$ cat src/rtl/mem_arbiter.sv
// mem_arbiter
//   Shares one data+tag memory between two requesters (port 0 = CPU bus
//   adapter, port 1 = I/O channel). Round-robin arbitration with a bounded
//   lock for read-modify-write sequences, and a fixed-latency read path.
//
// Ports
//   clk, reset          clock; synchronous active-high reset
//   req_valid/we/lock   per-port request, direction and lock-hold flags
//   req_addr/wdata/wtag per-port payloads, port i at [i*W +: W]
//   req_ack             one-cycle accept pulse (coincides with mem_en)
//   rsp_valid           one-cycle read response pulse to the reading port
//   rsp_data/rsp_tag    read data/tag, held until the next response
//   busy                FSM is not in IDLE
//   mem_en/we/addr/...  registered memory command, mem_we qualified by mem_en
//   mem_rdata/rtag      memory read return, valid RD_LAT cycles after mem_en
//
// Handshake: a requester raises req_valid with a stable payload and keeps it
// until it sees req_ack. req_valid is only looked at while the FSM is IDLE,
// so it may be withdrawn before an ack; a port whose req_valid is low at the
// grant edge is never granted. req_ack is a single-cycle pulse.
module mem_arbiter #(
  parameter int AW       = 20,
  parameter int DW       = 64,
  parameter int TW       = 8,
  parameter int RD_LAT   = 2,
  parameter int LOCK_MAX = 4
) (
  input  logic            clk,
  input  logic            reset,
  input  logic [1:0]      req_valid,
  input  logic [1:0]      req_we,
  input  logic [1:0]      req_lock,
  input  logic [2*AW-1:0] req_addr,
  input  logic [2*DW-1:0] req_wdata,
  input  logic [2*TW-1:0] req_wtag,
  output logic [1:0]      req_ack,
  output logic [1:0]      rsp_valid,
  output logic [DW-1:0]   rsp_data,
  output logic [TW-1:0]   rsp_tag,
  output logic            busy,
  output logic            mem_en,
  output logic            mem_we,
  output logic [AW-1:0]   mem_addr,
  output logic [DW-1:0]   mem_wdata,
  output logic [TW-1:0]   mem_wtag,
  input  logic [DW-1:0]   mem_rdata,
  input  logic [TW-1:0]   mem_rtag
);

  localparam int CW = (RD_LAT > 1) ? $clog2(RD_LAT) : 1;
  localparam int LW = $clog2(LOCK_MAX + 1);

  typedef enum logic [1:0] {IDLE, ISSUE, WAIT} state_t;

  state_t        state, state_nx;
  logic          port_r;     // port currently being served
  logic          we_r;
  logic          last;       // port of the most recent grant
  logic          lock_flag;  // req_lock of 'last' at its grant
  logic [LW-1:0] lock_cnt;   // consecutive grants to 'last' while the other port waited
  logic [CW-1:0] wait_cnt;

  logic          both;
  logic          lock_hit;
  logic          gnt;
  logic [LW-1:0] cnt_nx;

  // Arbitration. When both ports request, a grant that switches ports already
  // counts as one grant made while the other port waited, so a locking port
  // gets at most LOCK_MAX grants in a row before the waiting port is served.
  always_comb begin
    both     = &req_valid;
    lock_hit = both && lock_flag && (lock_cnt < LW'(LOCK_MAX));
    gnt      = req_valid[1];
    cnt_nx   = '0;
    if (both) begin
      gnt    = lock_hit ? last : ~last;
      cnt_nx = lock_hit ? (lock_cnt + LW'(1)) : LW'(1);
    end
  end

  always_comb begin
    state_nx = state;
    case (state)
      IDLE:    if (|req_valid) state_nx = ISSUE;
      ISSUE:   state_nx = we_r ? IDLE : WAIT;
      WAIT:    if (wait_cnt == '0) state_nx = IDLE;
      default: state_nx = IDLE;
    endcase
  end

  always_ff @(posedge clk) begin
    if (reset) begin
      state     <= IDLE;
      port_r    <= 1'b0;
      we_r      <= 1'b0;
      last      <= 1'b1;
      lock_flag <= 1'b0;
      lock_cnt  <= '0;
      wait_cnt  <= '0;
      mem_addr  <= '0;
      mem_wdata <= '0;
      mem_wtag  <= '0;
      rsp_valid <= 2'b00;
      rsp_data  <= '0;
      rsp_tag   <= '0;
    end else begin
      state     <= state_nx;
      rsp_valid <= 2'b00;
      case (state)
        IDLE: begin
          if (|req_valid) begin
            port_r    <= gnt;
            last      <= gnt;
            lock_flag <= req_lock[gnt];
            lock_cnt  <= cnt_nx;
            we_r      <= req_we[gnt];
            mem_addr  <= gnt ? req_addr[2*AW-1:AW]  : req_addr[AW-1:0];
            mem_wdata <= gnt ? req_wdata[2*DW-1:DW] : req_wdata[DW-1:0];
            mem_wtag  <= gnt ? req_wtag[2*TW-1:TW]  : req_wtag[TW-1:0];
          end
        end
        ISSUE: begin
          if (!we_r) wait_cnt <= CW'(RD_LAT - 1);
        end
        WAIT: begin
          if (wait_cnt == '0) begin
            rsp_valid <= port_r ? 2'b10 : 2'b01;
            rsp_data  <= mem_rdata;
            rsp_tag   <= mem_rtag;
          end else begin
            wait_cnt <= wait_cnt - CW'(1);
          end
        end
        default: ;
      endcase
    end
  end

  // The memory strobe and the accept pulse are both decoded from ISSUE.
  assign mem_en  = (state == ISSUE);
  assign mem_we  = mem_en & we_r;
  assign req_ack = mem_en ? (port_r ? 2'b10 : 2'b01) : 2'b00;
  assign busy    = (state != IDLE);

endmodule

$ cat config.mk
export PLATFORM = sky130hd
export DESIGN_NAME = mem_arbiter
export DESIGN_NICKNAME = d
export VERILOG_FILES = /design/src/rtl/mem_arbiter.sv
export SDC_FILE = /design/constraint.sdc
export NUM_CORES = 1
export LEC_CHECK = 0
export BUFFER_PORTS_ARGS = -buffer_cell sky130_fd_sc_hd__buf_2
export CORE_AREA = 2 2 168 170
export DETAILED_ROUTE_END_ITERATION = 10
export DIE_AREA = 0 0 170 172
export PLACE_DENSITY = 0.55
export REMOVE_ABC_BUFFERS = 1
export SYNTH_ARGS = -nofsm -noshare
export SYNTH_HDL_FRONTEND = slang
export SYNTH_SLANG_ARGS = --single-unit
$ cat constraint.sdc
create_clock -name clk -period 2.75 [get_ports clk]
set_input_delay 0.6875 -clock clk [delete_from_list [all_inputs] [get_ports clk]]
set_output_delay 0.6875 -clock clk [all_outputs]
set_load 0.005 [all_outputs]
==> metrics.md <==
| Metric | Value |
|---|---|
| Result of the run | finished, final reports clean |
| Number of synthesized flops with an enable pin | 0 |
| Quantity of gates resized following cts | 0 |
| Largest buffer count on any clock path | 2 |
| Initial Util | 26.5% |
| Number of placed cells counting well taps | 1614 |
| Final routed DRC violation total | 0 |
| Count of antenna-violating nets left after detailed routing | 0 |
| Part of the cycle the worst path needs | 74.0% |
| Maximum fanout along the worst path | 4 |
| Hold Slack | 452 ps |
| Post-CTS clock slew at the launch and capture registers of the worst setup and hold paths | 80 ps |
| Largest net degree at the start of global routing | 72 |
| Final std cells w/o fill | 1649 |
| Total number of vias | 7656 |
| Die Footprint | 29200 um^2 |
| GRT Total Usage | 17.2% |
| Least-Margin Pin Slew | 589 ps |
| 1st-iter DRT viols | 454 |
| Setup repair after global routing missed its margin | no |
| Number of nets in the layout | 1552 |
| Yosys warning total | 0 |
| Highest achievable clock rate | 491 MHz |
| Overflow left after global routing | 0 |
| Via count of the first global-routing pass | 7075 |
| Required time of the worst setup path | 2060 ps |
| Global-route wire length before repair | 39400 um |
| Share of cell area taken by muxes after synthesis | 0% |
| Final number of max-transition violations | 0 |
| Top-level port count | 435 |
| Setup Total Neg Slack | 0 ps |
| Area growth, synth to finish | 43.4% |
| Number of iterations in the first detailed-routing pass | 5 |
| Root buf cell | sky130_fd_sc_hd__clkbuf_16 |
| Peak supply drop | 0.324 mV |
| Compound-Gate Fraction of Synth Area | 26.7% |
| Fraction of the mapped netlist area in adder cells | 0.172% |
| Async set-or-reset flop fraction in the synthesized netlist | 0% |
| Num CTS Buffers | 17 |
| Count of unique library cells instantiated by Yosys | 34 |
| Largest family of logic cells by synthesized area | compound AO/OA/AOI/OAI gates |
| Post-detail-place hpwl | 19300 um |
| Buffers on Ports | 434 |
| Number of max-capacitance violations reported | 0 |
| Sequential-to-total area share from yosys stat | 48.3% |
| Most frequent standard cell in the layout excluding fill and tap cells | sky130_fd_sc_hd__buf_2 |
| Cell area after synthesis | 7290 um^2 |
| Core outline area | 27500 um^2 |
| WL per Instance | 16.3 um |
| Number of buffers added to fix hold violations after cts | 0 |
| Category of the worst setup path launch point | flip-flop |
| Routability cong. | 0.899 |
| Average via count per standard cell | 4.64 |
| # H-tree levels | 4 |
| Chip Height | 172 um |
| Leading cell types in the layout, fill and taps excluded | sky130_fd_sc_hd__buf_2 (433), sky130_fd_sc_hd__nand2_1 (243), sky130_fd_sc_hd__dfxtp_1 (176) |
| Endpoint kind of the worst setup timing path | output pin |
| Core Rows | 61 |
| Setup violation total in the final timing report | 0 |
| Number of buffers inserted by post-CTS setup repair | 0 |
| Average cell area after synthesis | 8.21 um^2 |
| Setup Crit Path Kind | reg2out |
| Initial antenna violation count | 3 |
| Die Wd | 170 um |
| Fillcell total | 2907 |
| Data arrival time of the worst path | 1350 ps |
| Xor and xnor area share after synthesis | 0% |
| Final wirelength | 26900 um |
| Total power of the final layout | 6.93 mW |
| Ratio of cells with drive above 1 in the final layout | 42.8% |
| Skew final | 11.7 ps |
| Pleak | 4.89 nW |
| Number of sinks on the clock net | 176 |
| Worst hold path type | reg2reg |
| CTS tree | yes |
| Min Clock Period, post-route | 2040 ps |
| Count of mapped cells out of synthesis | 889 |
| #FFs+latches synth | 176 |
| PwrDens | 663 nW/um^2 |
| Headroom to the max-slew limit | 60.8% |
| Number of endpoints with negative hold slack in the final report | 0 |
| Primary FF master, synth | sky130_fd_sc_hd__dfxtp_1 |
| Simple-gate share of the synthesized area | 19.0% |
| Clock Latency Late Sink | 430 ps |
per-stage QoR:
stage	instance area (um^2)	worst slack (ps)	utilization (%)
global placement	9830	694	35.8
global route	10500	582	38.1
finish	10500	714	38.1
detailed placement	9830	689	35.8
floorplan	6890	-327	-
CTS	10500	669	38.0
cell type report:
class	count	area, um^2	area share, %
diodes	3	7.51	0.0718
clock buffers	17	425	4.07
clock inverters	15	191	1.83
inverters	4	15.0	0.144
multi-input cells	633	3380	32.3
flip-flops and latches	176	3520	33.7
well taps	346	433	4.14
repair buffers	455	2490	23.8
Yosys cell counts, types with 3 or more instances:
cell type                  number  share of area [%]
sky130_fd_sc_hd__a22oi_1        3               0.31
sky130_fd_sc_hd__nor2_1       103                5.3
sky130_fd_sc_hd__buf_2         32                2.2
sky130_fd_sc_hd__a211oi_1      44                4.5
sky130_fd_sc_hd__inv_1          4               0.21
sky130_fd_sc_hd__clkbuf_1      29                1.5
sky130_fd_sc_hd__nand2_1      243                 13
sky130_fd_sc_hd__a21oi_2       10                1.2
sky130_fd_sc_hd__buf_4          8               0.82
sky130_fd_sc_hd__a21oi_1      159                 11
sky130_fd_sc_hd__dfxtp_1      176                 48
sky130_fd_sc_hd__a211oi_2      50                8.6
sky130_fd_sc_hd__buf_6          5               0.77
path summary, 6_finish.rpt:
kind,slack (ps),startpoint,cells past startpoint,endpoint
max,710,state[1],4,req_ack[1]
min,450,rsp_data[46],2,rsp_data[46]
max reg2reg,1030,state[1],5,mem_wdata[30]
min reg2reg,450,rsp_data[46],2,rsp_data[46]
critical path, cell delays in order, from the launching register on:
cell,delay (ps)
sky130_fd_sc_hd__dfxtp_1,410
sky130_fd_sc_hd__nand2b_1,180
sky130_fd_sc_hd__inv_1,70
sky130_fd_sc_hd__and2_1,150
sky130_fd_sc_hd__buf_2,120
cells by family after synthesis:
| logic type | count (synthesis) |
|---|---|
| AOI/OAI and AO/OA | 275 |
| adders and majority gates | 1 |
| buffers and inverters | 80 |
| DFF | 176 |
| and+or+nand+nor | 357 |
routing by layer:
metal	global-route usage, %	wire [um]
met1	22.0	11600
met2	28.5	13200
met3	4.07	1490
met4	5.72	558
met5	0	0
state kept, by name, summed over array words and instances (netlist names):
name,cells
mem_wdata,64
rsp_data,64
mem_addr,20
mem_wtag,8
rsp_tag,8
lock_cnt,3
rsp_valid,2
state,2
last,1
lock_flag,1
port_r,1
wait_cnt,1
we_r,1
report_power, final:
| part | internal (mW) | leakage, nW | switching, mW | total (mW) |
|---|---|---|---|---|
| Combinational | 0.644 | 3.14 | 0.827 | 1.47 |
| Sequential | 2.78 | 1.45 | 0.123 | 2.90 |
| Clock | 1.32 | 0.303 | 1.24 | 2.56 |
| Total | 4.74 | 4.89 | 2.19 | 6.93 |
No activity file was read; power rests on OpenSTA's default activity.
